### src/rtl/anim_frame_seq.sv
// Frame-index sequencer for the LED animation decoders: steps a 5-bit frame through a
// programmable range at a programmable rate, up/down, one-shot or looping, with pause/stop.
module anim_frame_seq #(
  parameter int unsigned DIV_W = 24
) (
  input  logic             clk,
  input  logic             rst_n,
  input  logic             start,
  input  logic             stop,
  input  logic             pause,
  input  logic             dir,
  input  logic             loop,
  input  logic [DIV_W-1:0] period,
  input  logic [4:0]       first,
  input  logic [4:0]       last,
  output logic [4:0]       frame,
  output logic             busy,
  output logic             tick,
  output logic             done
);

  typedef enum logic [1:0] {StIdle, StRun, StHold} state_e;

  state_e           state_q, state_d;
  logic [4:0]       frame_q, frame_d;
  logic [DIV_W-1:0] cnt_q, cnt_d;
  logic [DIV_W-1:0] per_q, per_d;
  logic [4:0]       lo_q, lo_d;
  logic [4:0]       hi_q, hi_d;
  logic             dir_q, dir_d;
  logic             loop_q, loop_d;
  logic             tick_q, tick_d;
  logic             done_q, done_d;

  logic [4:0] new_lo, new_hi;
  logic       at_end, expire;

  assign new_lo = (first < last) ? first : last;
  assign new_hi = (first < last) ? last : first;
  assign at_end = dir_q ? (frame_q == lo_q) : (frame_q == hi_q);
  assign expire = (cnt_q == per_q - DIV_W'(1));

  always_comb begin
    state_d = state_q;
    frame_d = frame_q;
    cnt_d   = cnt_q;
    per_d   = per_q;
    lo_d    = lo_q;
    hi_d    = hi_q;
    dir_d   = dir_q;
    loop_d  = loop_q;
    tick_d  = 1'b0;
    done_d  = 1'b0;

    if (stop) begin
      state_d = StIdle;
      frame_d = 5'd0;
      cnt_d   = '0;
    end else if (start) begin
      state_d = StRun;
      lo_d    = new_lo;
      hi_d    = new_hi;
      dir_d   = dir;
      loop_d  = loop;
      per_d   = (period == '0) ? DIV_W'(1) : period;
      frame_d = dir ? new_hi : new_lo;
      cnt_d   = '0;
    end else begin
      unique case (state_q)
        StIdle: ;
        StRun: begin
          // Pause outranks expiry: the counter is frozen on the cycle HOLD is entered.
          if (pause) begin
            state_d = StHold;
          end else if (expire) begin
            cnt_d = '0;
            if (!at_end) begin
              frame_d = dir_q ? frame_q - 5'd1 : frame_q + 5'd1;
              tick_d  = 1'b1;
            end else if (loop_q) begin
              frame_d = dir_q ? hi_q : lo_q;
              tick_d  = 1'b1;
            end else begin
              done_d  = 1'b1;
              state_d = StIdle;
            end
          end else begin
            cnt_d = cnt_q + DIV_W'(1);
          end
        end
        StHold: begin
          if (!pause) state_d = StRun;
        end
        default: state_d = StIdle;
      endcase
    end
  end

  always_ff @(posedge clk) begin
    if (!rst_n) begin
      state_q <= StIdle;
      frame_q <= 5'd0;
      cnt_q   <= '0;
      per_q   <= '0;
      lo_q    <= 5'd0;
      hi_q    <= 5'd0;
      dir_q   <= 1'b0;
      loop_q  <= 1'b0;
      tick_q  <= 1'b0;
      done_q  <= 1'b0;
    end else begin
      state_q <= state_d;
      frame_q <= frame_d;
      cnt_q   <= cnt_d;
      per_q   <= per_d;
      lo_q    <= lo_d;
      hi_q    <= hi_d;
      dir_q   <= dir_d;
      loop_q  <= loop_d;
      tick_q  <= tick_d;
      done_q  <= done_d;
    end
  end

  assign frame = frame_q;
  assign busy  = (state_q != StIdle);
  assign tick  = tick_q;
  assign done  = done_q;

endmodule

### config.mk
export PLATFORM = sky130hd
export DESIGN_NAME = anim_frame_seq
export DESIGN_NICKNAME = d
export VERILOG_FILES = /design/src/rtl/anim_frame_seq.sv
export SDC_FILE = /design/constraint.sdc
export NUM_CORES = 1
export LEC_CHECK = 0
export CAP_MARGIN = 40
export CELL_PAD_IN_SITES_DETAIL_PLACEMENT = 1
export CELL_PAD_IN_SITES_GLOBAL_PLACEMENT = 1
export CORE_MARGIN = 3
export CORE_UTILIZATION = 50
export CTS_CLUSTER_SIZE = 28
export DETAILED_ROUTE_END_ITERATION = 6
export DONT_BUFFER_PORTS = 1
export GPL_TIMING_DRIVEN = 0
export PLACE_DENSITY_LB_ADDON = 0.1
export SLEW_MARGIN = 0
export SYNTH_ARGS = -nofsm -noshare
export SYNTH_HDL_FRONTEND = slang
export SYNTH_SLANG_ARGS = --single-unit
### constraint.sdc
create_clock -name clk -period 6.6 [get_ports clk]
set_input_delay 0.66 -clock clk [delete_from_list [all_inputs] [get_ports clk]]
set_output_delay 0.66 -clock clk [all_outputs]
set_load 0.01 [all_outputs]
### Word level (Yosys, flattened, before mapping)

Cells that the tools add are included.

* bits of input ports: 41
* output and inout port bits: 8
* word-level logic and storage cells: 77
* bits in registers: 69

* $add $sub $neg: 4
* mux-type cells: 24
* magnitude comparators: 1
* equal/unequal tests: 16
* bitwise operators: 7
* reductions and logical operators: 14

Operator list (number)
* two-way mux 5 bit: 11
* two-way mux 24 bit: 2
* adder 24 x 1 -> 24 bit (second input constant): 1
* == test 24 bit: 1
* zero test 24 bit: 1
* subtractor 24 x 1 -> 24 bit (second input constant): 1
* inequality test 3 bit (second input constant): 5
* inequality test 4 bit (second input constant): 3
* == test 5 bit: 2
* two-way mux 2 bit: 5
* AND reduction 5 bit: 2
* inverter 1 bit: 7
* OR reduction 7 bit: 1
* inequality test 2 bit (second input constant): 3
* one-hot mux 2 bit (3 select lines): 1
* nonzero test 2 bit: 3
* OR reduction 6 bit: 1
* adder 5 x 1 -> 5 bit (second input constant): 1
* less-than comparator 5 bit: 1
* two-way mux 1 bit: 5
* subtractor 5 x 1 -> 5 bit (second input constant): 1
* AND reduction 2 bit: 2
* AND reduction 4 bit: 1
* OR reduction 3 bit: 1
* other kinds (4): 4

### Depth between registers and ports, before layout

Gate-level depths: netlist of the first run.

* word-level depth: 7
* mapped depth: 13

### Worst setup path before layout of the first run

Ideal clock, no wire load.

* path kind: reg-to-reg
* start point: reg per_q[2]
* end point: reg frame_q[2], in the netlist frame[2]
* data arrival time: 2.753 ns
* cell stages (with the launch flop): 11
* path buffers: 2
* library setup time: 0.087 ns
* required time: 6.513 ns
* setup slack: 3.760 ns
* cell sequence: dfxtp_1 -> buf_6 -> or4_4 -> or4_4 -> o41ai_2 -> a31oi_1 -> nor4_4 -> buf_6 -> a31oi_1 -> a311o_1 -> o31ai_1

* longest elaborated chain between the ends: 4

Ends and longest elaborated chain
* start, declared: RTL line 27 `logic [DIV_W-1:0] per_q, per_d;`
* start signal, assigned: RTL line 115 `per_q <= per_d;`
* subtractor 24 x 1 -> 24 bit: RTL line 41 `assign expire = (cnt_q == per_q - DIV_W'(1));`
* == test 24 bit: RTL line 41
* nonzero test 2 bit (no source line)
* AND reduction 4 bit (no source line)
* end signal, assigned: RTL line 113 `frame_q <= frame_d;`
* end, declared: RTL line 25 `logic [4:0] frame_q, frame_d;`

No other way between the ends.
A chain may end at the register's enable or synchronous reset.

### Final worst setup path of the first run

* start point: reg per_q[0]
* end point: reg cnt_q[20]

* longest elaborated chain between the ends: 3

Ends and longest elaborated chain
* subtractor 24 x 1 -> 24 bit: RTL line 41
* == test 24 bit: RTL line 41
* two-way mux 24 bit: RTL line 75 `end else if (expire) begin`
* end signal, assigned: RTL line 114 `cnt_q <= cnt_d;`
* end, declared: RTL line 26 `logic [DIV_W-1:0] cnt_q, cnt_d;`

No other way between the ends.

==> impl_metrics.csv, run 1 <==
group,metric,value,unit
finish,diodes,0,
finish,finalNonFillerCells,668,
floorplanning,die_h,101,microns
grt,grt_pass1_vias,4199,
run_status,status,"complete, no violations",
power,ir_drop,0.000119,V
clocking,ctsResizeCount,0,
clocking,cts_buffer_depth,2,
power,p_seq_share,44.4,%
floorplanning,die_area,10100,sq um
yosys,synthesis.nets,598,
sta,setup_viol,0,
worst_setup_path,start_kind,"flip-flop",
worst_setup_path,endpoint_kind,"flip-flop",
worst_setup_path,slowest_delay,0.62,ns
finish,seq_area,1380,sq um
yosys,yosysSeqAreaShare,30.9,%
yosys,yosysTopAreaCell,"dfxtp_1",
finish,num-nets-final,609,
floorplanning,start_util,52.8,%
power,p_leak,1.86,nW
clocking,cts_buffers,9,
placed_design,hpwl,9880,microns
finish,syn_to_final_growth,7.56,%
sta,clock.fmax,272,MHz
clocking,cts_hold_buf,0,
yosys,synth.top_cells.by_area,"dfxtp_1 (31%), nand2_1 (6.6%), xnor2_1 (6.5%), xor2_1 (4.7%), mux2i_1 (4.5%)",
floorplanning,rows,33,
floorplanning,fp.coreArea,8460,sq um
route,drtAntennaViolNets,0,
grt,grt_use_total,25.7,%
power,p_switching,0.316,mW
sta,setup_slack,2.93,ns
sta,finalClockSkew,0.0127,ns
yosys,netlist_top_cells_count,"nand2_1 (78), dfxtp_1 (69), nor2_1 (44)",
worst_setup_path,reg2reg_depth,10,
finish,fin_area,4810,sq um
clocking,cts.clk_slew.worst_paths,0.08,ns
worst_setup_path,crit_chain,"nor4_1 -> nand4_1 -> a2111oi_0 -> a41o_1 -> nand4_1 -> nor4_4 -> nand2_1 -> nand2_1 -> buf_2 -> nor2_1",
power,netSwitchingFraction,31.4,%
worst_setup_path,cp-startpoint,"per_q[0]$_SDFFE_PN0P_",
route,wl_per_cell,18.9,microns
worst_setup_path,critPathKind,"reg2reg",
finish,drive_gt1_share,7.10,%
route,drt-pass1-iter-count,4,
worst_setup_path,cp_max_fo,10,
worst_setup_path,regToRegSetupSlack,2.93,ns
sta,worst_pin_slew,0.890,ns
floorplanning,ioPinCount,49,
sta,hold_viol_final,0,
power,p_int,0.692,mW
power,comb_power_share,19.4,%
clocking,postCtsSetupBuffers,0,
sta,setup_tns,0,ns
clocking,clk_latency,0.36,ns
yosys,synth_warnings,0,
placed_design,placedCellCount,652,
placed_design,place_congestion,0.861,
route,drt_iter0_markers,107,
grt,grt-ovfl-total,0,
yosys,yosys_register_bits,69,
sta,fin_crit_sh,55.7,%
placed_design,post-place-ws,3.00,ns
sta,maxSlewHeadroom,40.2,%
route,vias,4062,
yosys,synth_edf_count,0,
grt,grt_pass1_wl,20600,microns
finish,num-fill-cells,1041,
min_path,hp-class,"in2reg",
grt,grt_start_max_net_pins,15,
sta,period_minus_slack,3.67,ns
power,power_density,210,nW/um^2
worst_setup_path,crit_slowest_cell,"nor4_1",
yosys,yosys_most_used_dff,"dfxtp_1",
yosys,syn_area,4470,sq um
worst_setup_path,crit_end,"cnt_q[20]$_SDFFE_PP0P_",
route,drc,0,
clocking,clock_sinks,69,
route,routed_wl,12600,microns
yosys,synth-async-reset-ratio,0,%
yosys,synth_top_area_share,30.9,%
grt,antenna_found_initial,0,
sta,grt_setup_unrepaired,"no",
yosys,synth.distinct_cells,60,
power,clockPowerShare,36.3,%
clocking,cts_max_level,3,
clocking,cts_tree,"yes",
worst_setup_path,crit_arrival,3.92,ns
worst_setup_path,cp.required,6.84,ns
yosys,synth.most_common_cell,"nand2_1",
placed_design,io_buffers,0,
flow_run,cap_violations,0,
placed_design,placed_area,4600,sq um
worst_setup_path,r2r-start,"per_q[0]$_SDFFE_PN0P_",
floorplanning,die_w,101,microns
worst_setup_path,regToRegEndpoint,"cnt_q[20]$_SDFFE_PP0P_",
yosys,syn-instance-count,547,
finish,multi_input_area,2870,sq um
route,vias_per_cell,6.08,
sta,maxSlewViolCount,0,
clocking,root_buffer,"clkbuf_8",
yosys,syn_area_per_cell,8.17,sq um
cell families (layout without fill, tap and decap cells):
group                      count (synthesis)  in the layout  synth area share, %
adders and majority gates                 10             10                 2.97
AOI/OAI and AO/OA                        112            112                 18.1
DFF                                       69             69                 30.9
and+or+nand+nor                          223            223                 26.0
buffers and inverters                     51             67                 4.87
xor gates and xnor gates                  58             58                 11.7
muxes                                     24             24                 5.49
per-layer routing:
metal / routed length [microns] / vias to the layer above / global-route usage (%) / part of all wire (%)
met5: 0 / - / 0 / 0
met4: 527 / 0 / 11.7 / 4.2
met3: 395 / 36 / 4.84 / 3.1
met2: 6420 / 75 / 46.2 / 51
met1: 5250 / 1989 / 29.3 / 42
li1: - / 1962 / - / -
worst min-delay path by stage:
stage	startpoint	endpoint	slack, ns	depth (start not counted)
3_3_place_gp	per_q[23]$_SDFFE_PN0P_	per_q[23]$_SDFFE_PN0P_	0.49	2
6_report	period[5]	per_q[5]$_SDFFE_PN0P_	0.45	2
4_1_cts	period[2]	per_q[2]$_SDFFE_PN0P_	0.43	2
2_1_floorplan	per_q[23]$_SDFFE_PN0P_	per_q[23]$_SDFFE_PN0P_	0.46	2
5_1_grt	pause	state_q[1]$_SDFFE_PP0P_	0.45	1
3_5_place_dp	per_q[23]$_SDFFE_PN0P_	per_q[23]$_SDFFE_PN0P_	0.50	2
sequential cells by signal, summed over array words and instances (netlist names):
signal   count
loop_q       1
done         1
cnt_q       24
tick         1
frame        5
per_q       24
hi_q         5
dir_q        1
lo_q         5
state_q      2
power by group through the flow:
stage,Sequential (mW),Combinational (mW),Clock (mW)
after global placement,0.456,0.185,0
after global routing,0.449,0.217,0.393
after floorplan,0.451,0.152,0
final,0.447,0.195,0.365
after CTS,0.447,0.195,0.377
after detailed placement,0.457,0.193,0
layout by cell type (no fill, tap or decap), types with 6 or more instances in the layout:
master,netlist,routed
o211a_1,11,11
nor2b_1,9,9
dfxtp_1,69,69
clkbuf_8,0,9
ha_1,9,9
o21ai_0,11,11
xnor2_1,33,33
nand3_1,10,10
nand2_1,78,78
nor4_1,13,13
clkbuf_1,24,24
a21oi_1,20,20
nand2b_1,12,12
a21o_1,7,7
inv_1,17,17
nor2_1,44,44
a21boi_0,26,26
mux2i_1,20,20
xor2_1,24,24
a31oi_1,8,8
nand4_1,11,11
buf_2,6,6
nor3_1,12,12
area by class of cell:
| type | count | share of cell area [%] |
|---|---|---|
| Buffer | 34 | 3.20 |
| Tap cell | 105 | 2.73 |
| Clock inverter | 7 | 1.72 |
| Clock buffer | 9 | 2.58 |
| Inverter | 17 | 1.33 |
| Sequential cell | 69 | 28.7 |
| Multi-Input combinational cell | 427 | 59.7 |
worst max-delay path, delay by kind of cell, from the launching register on:
kind,cells,cell delay [ns]
AND/OR/NAND/NOR,7,2.15
AO/OA/AOI/OAI,2,0.74
flip-flops,1,0.39
buffers and inverters,1,0.27
metrics by stage:
stage          power (mW)  hold slack [ns]  util (%)
2_1_floorplan       0.603            0.456         -
3_5_place_dp        0.650            0.502      54.3
4_1_cts              1.02            0.433      56.8
5_1_grt              1.06            0.449      56.8
6_report             1.01            0.447      56.8
3_3_place_gp        0.640            0.485      54.3
Note: power is estimated with default switching activity, not from simulation.
==> inputs of run 2 (changes only) <==
Settings changed: CORE_UTILIZATION 50 to 48.
Clock period 6.6 ns to 3.45 ns, I/O delays scaled along.
==> impl_metrics.csv, run 2 (synthesis gave the netlist of run 1 again) <==
group,metric,value,unit
run_status,status,"complete, no violations",
worst_setup_path,regToRegSetupSlack,0.16,ns
grt,grt_pass1_vias,4177,
flow_run,cap_violations,0,
floorplanning,rows,34,
route,routed-wl-met3,544,microns
worst_setup_path,endpoint_kind,"flip-flop",
power,p_switching,0.600,mW
clocking,cts_tree,"yes",
sta,worst_pin_slew,0.876,ns
route,wl_per_cell,18.8,microns
min_path,hp-class,"in2reg",
clocking,cts_max_level,3,
placed_design,hpwl,9740,microns
grt,grt_use_total,25.3,%
clocking,cts_buffers,9,
grt,grt-ovfl-total,0,
worst_setup_path,crit_arrival,3.56,ns
route,drt_iter0_markers,128,
min_path,hold_end,"loop_q$_SDFFE_PN0P_",
min_path,hp-start,"loop",
clocking,cts.clk_slew.worst_paths,0.08,ns
route,drt-met1-wl,5240,microns
finish,largestRegisters,"cnt_q x24, per_q x24",
power,p_seq_share,42.9,%
power,p_leak,1.91,nW
grt,grt_start_max_net_pins,14,
power,comb_power_share,19.3,%
sta,finalClockSkew,0.00728,ns
sta,maxSlewViolCount,0,
worst_setup_path,r2r-start,"per_q[16]$_SDFFE_PN0P_",
worst_setup_path,regToRegEndpoint,"frame[2]$_SDFFE_PP0P_",
worst_setup_path,cp_max_fo,7,
sta,maxSlewHeadroom,41.1,%
power,power_density,407,nW/um^2
placed_design,post-place-ws,-0.232,ns
sta,fin_crit_sh,95.3,%
power,ir_drop,0.000301,V
placed_design,placed_area,4600,sq um
floorplanning,die_w,102,microns
sta,hold_viol_final,0,
finish,layout_commonest_cell,"nand2_1",
power,clockPowerShare,37.8,%
sta,setup_slack,0.162,ns
floorplanning,start_util,50.3,%
sta,holdWs,0.131,ns
route,route.met2.wl,6630,microns
route,drt-pass1-iter-count,4,
placed_design,io_buffers,0,
grt,antenna_found_initial,0,
sta,setup_viol,0,
worst_setup_path,start_kind,"flip-flop",
sta,grt_setup_unrepaired,"no",
clocking,cts_hold_buf,0,
clocking,root_buffer,"clkbuf_8",
finish,diodes,0,
worst_setup_path,reg2reg_depth,11,
route,vias_per_cell,5.93,
route,drtAntennaViolNets,0,
grt,grt_pass1_wl,20800,microns
route,drc,0,
floorplanning,fp.coreArea,8890,sq um
worst_setup_path,cp.required,3.72,ns
floorplanning,die_h,102,microns
route,dr.max_layer_used,"met4",
finish,fin_area,4900,sq um
finish,post-route-util,55.1,%
route,vias,4007,
floorplanning,die_area,10500,sq um
clocking,clock_sinks,69,
min_path,hold_depth,2,
finish,syn_to_final_growth,9.63,%
clocking,clk_latency,0.35,ns
finish,num-fill-cells,1093,
placed_design,place_congestion,0.839,
finish,num-nets-final,614,
power,p_int,1.40,mW
finish,drive_gt1_share,8.98,%
worst_setup_path,critPathKind,"reg2reg",
route,routed_wl,12700,microns
clocking,cts_buffer_depth,2,
sta,clock.fmax,304,MHz
power,netSwitchingFraction,30.0,%
sta,setup_tns,0,ns
finish,layout_common_cells,"nand2_1 (76), dfxtp_1 (68), nor2_1 (44)",
sta,period_minus_slack,3.29,ns
floorplanning,ioPinCount,49,
==> run 2: worst max path at each step <==
stage / startpoint / to / slack (ns) / depth (start not counted)
after floorplan: per_q[2]$_SDFFE_PN0P_ / frame[2]$_SDFFE_PP0P_ / 0.61 / 10
after global placement: per_q[3]$_SDFFE_PN0P_ / cnt_q[5]$_SDFFE_PP0P_ / 0.06 / 11
after detailed placement: per_q[0]$_SDFFE_PN0P_ / cnt_q[11]$_SDFFE_PP0P_ / -0.23 / 10
after CTS: per_q[0]$_SDFFE_PN0P_ / cnt_q[9]$_SDFFE_PP0P_ / 0.05 / 11
after global routing: per_q[2]$_SDFFE_PN0P_ / frame[2]$_SDFFE_PP0P_ / 0.01 / 11
final: per_q[16]$_SDFFE_PN0P_ / frame[2]$_SDFFE_PP0P_ / 0.16 / 11
==> run 2: per-stage QoR <==
step	std cells	power, mW
6_report	676	2.00
5_1_grt	676	2.10
4_1_cts	673	2.01
3_5_place_dp	655	1.25
3_3_place_gp	655	1.23
2_1_floorplan	547	1.15
==> run 2: power groups by stage <==
| stage | logic (mW) | registers [mW] | clock network [mW] |
|---|---|---|---|
| 6_report | 0.385 | 0.856 | 0.754 |
| 5_1_grt | 0.424 | 0.861 | 0.814 |
| 4_1_cts | 0.380 | 0.855 | 0.771 |
| 3_5_place_dp | 0.371 | 0.874 | 0 |
| 3_3_place_gp | 0.355 | 0.872 | 0 |
| 2_1_floorplan | 0.291 | 0.863 | 0 |
==> run 2: per-layer routing <==
metal | global-route usage (%) | vias to the layer above
met5 | 0 | -
met4 | 6.96 | 0
met3 | 7.17 | 19
met2 | 46.4 | 52
met1 | 28.5 | 1965
li1 | - | 1971
==> run 2: critical path, stage by stage, from the launching register on <==
cell and delay, ns:
dfxtp_1 0.30, clkbuf_1 0.19, or3_1 0.40, or4_4 0.50
a2111oi_4 0.36, a41o_1 0.18, nand4_1 0.17, nor4_4 0.45
buf_6 0.19, a31oi_1 0.08, a311o_1 0.33, o31ai_1 0.06
==> run 2: what timing repair did <==
action / 4_1_cts / 5_1_grt
resized for setup: 3 / 8
endpoints found under the setup margin: 21 / 21
pin swaps: 1 / 2
setup buffers: 2 / 3
==> run 2: area by class of cell <==
cell class              instances  area [sq um]  area share (%)
plain buffers                  34           160            3.27
clock buffers                   9           124            2.53
clock inverters                 7          96.3            1.97
inverters                      17          63.8            1.30
multi-input cells             427          2900            59.2
flip-flops and latches         69          1380            28.2
well taps                     108           135            2.76
repair buffers                  5          37.5           0.766
==> inputs of run 3 (changes only) <==
Settings changed: CAP_MARGIN 40 to 10, GPL_ROUTABILITY_DRIVEN from default to 0.
==> results of run 3 <==
No change in the layout: final DEF, timing and power equal those of run 2.
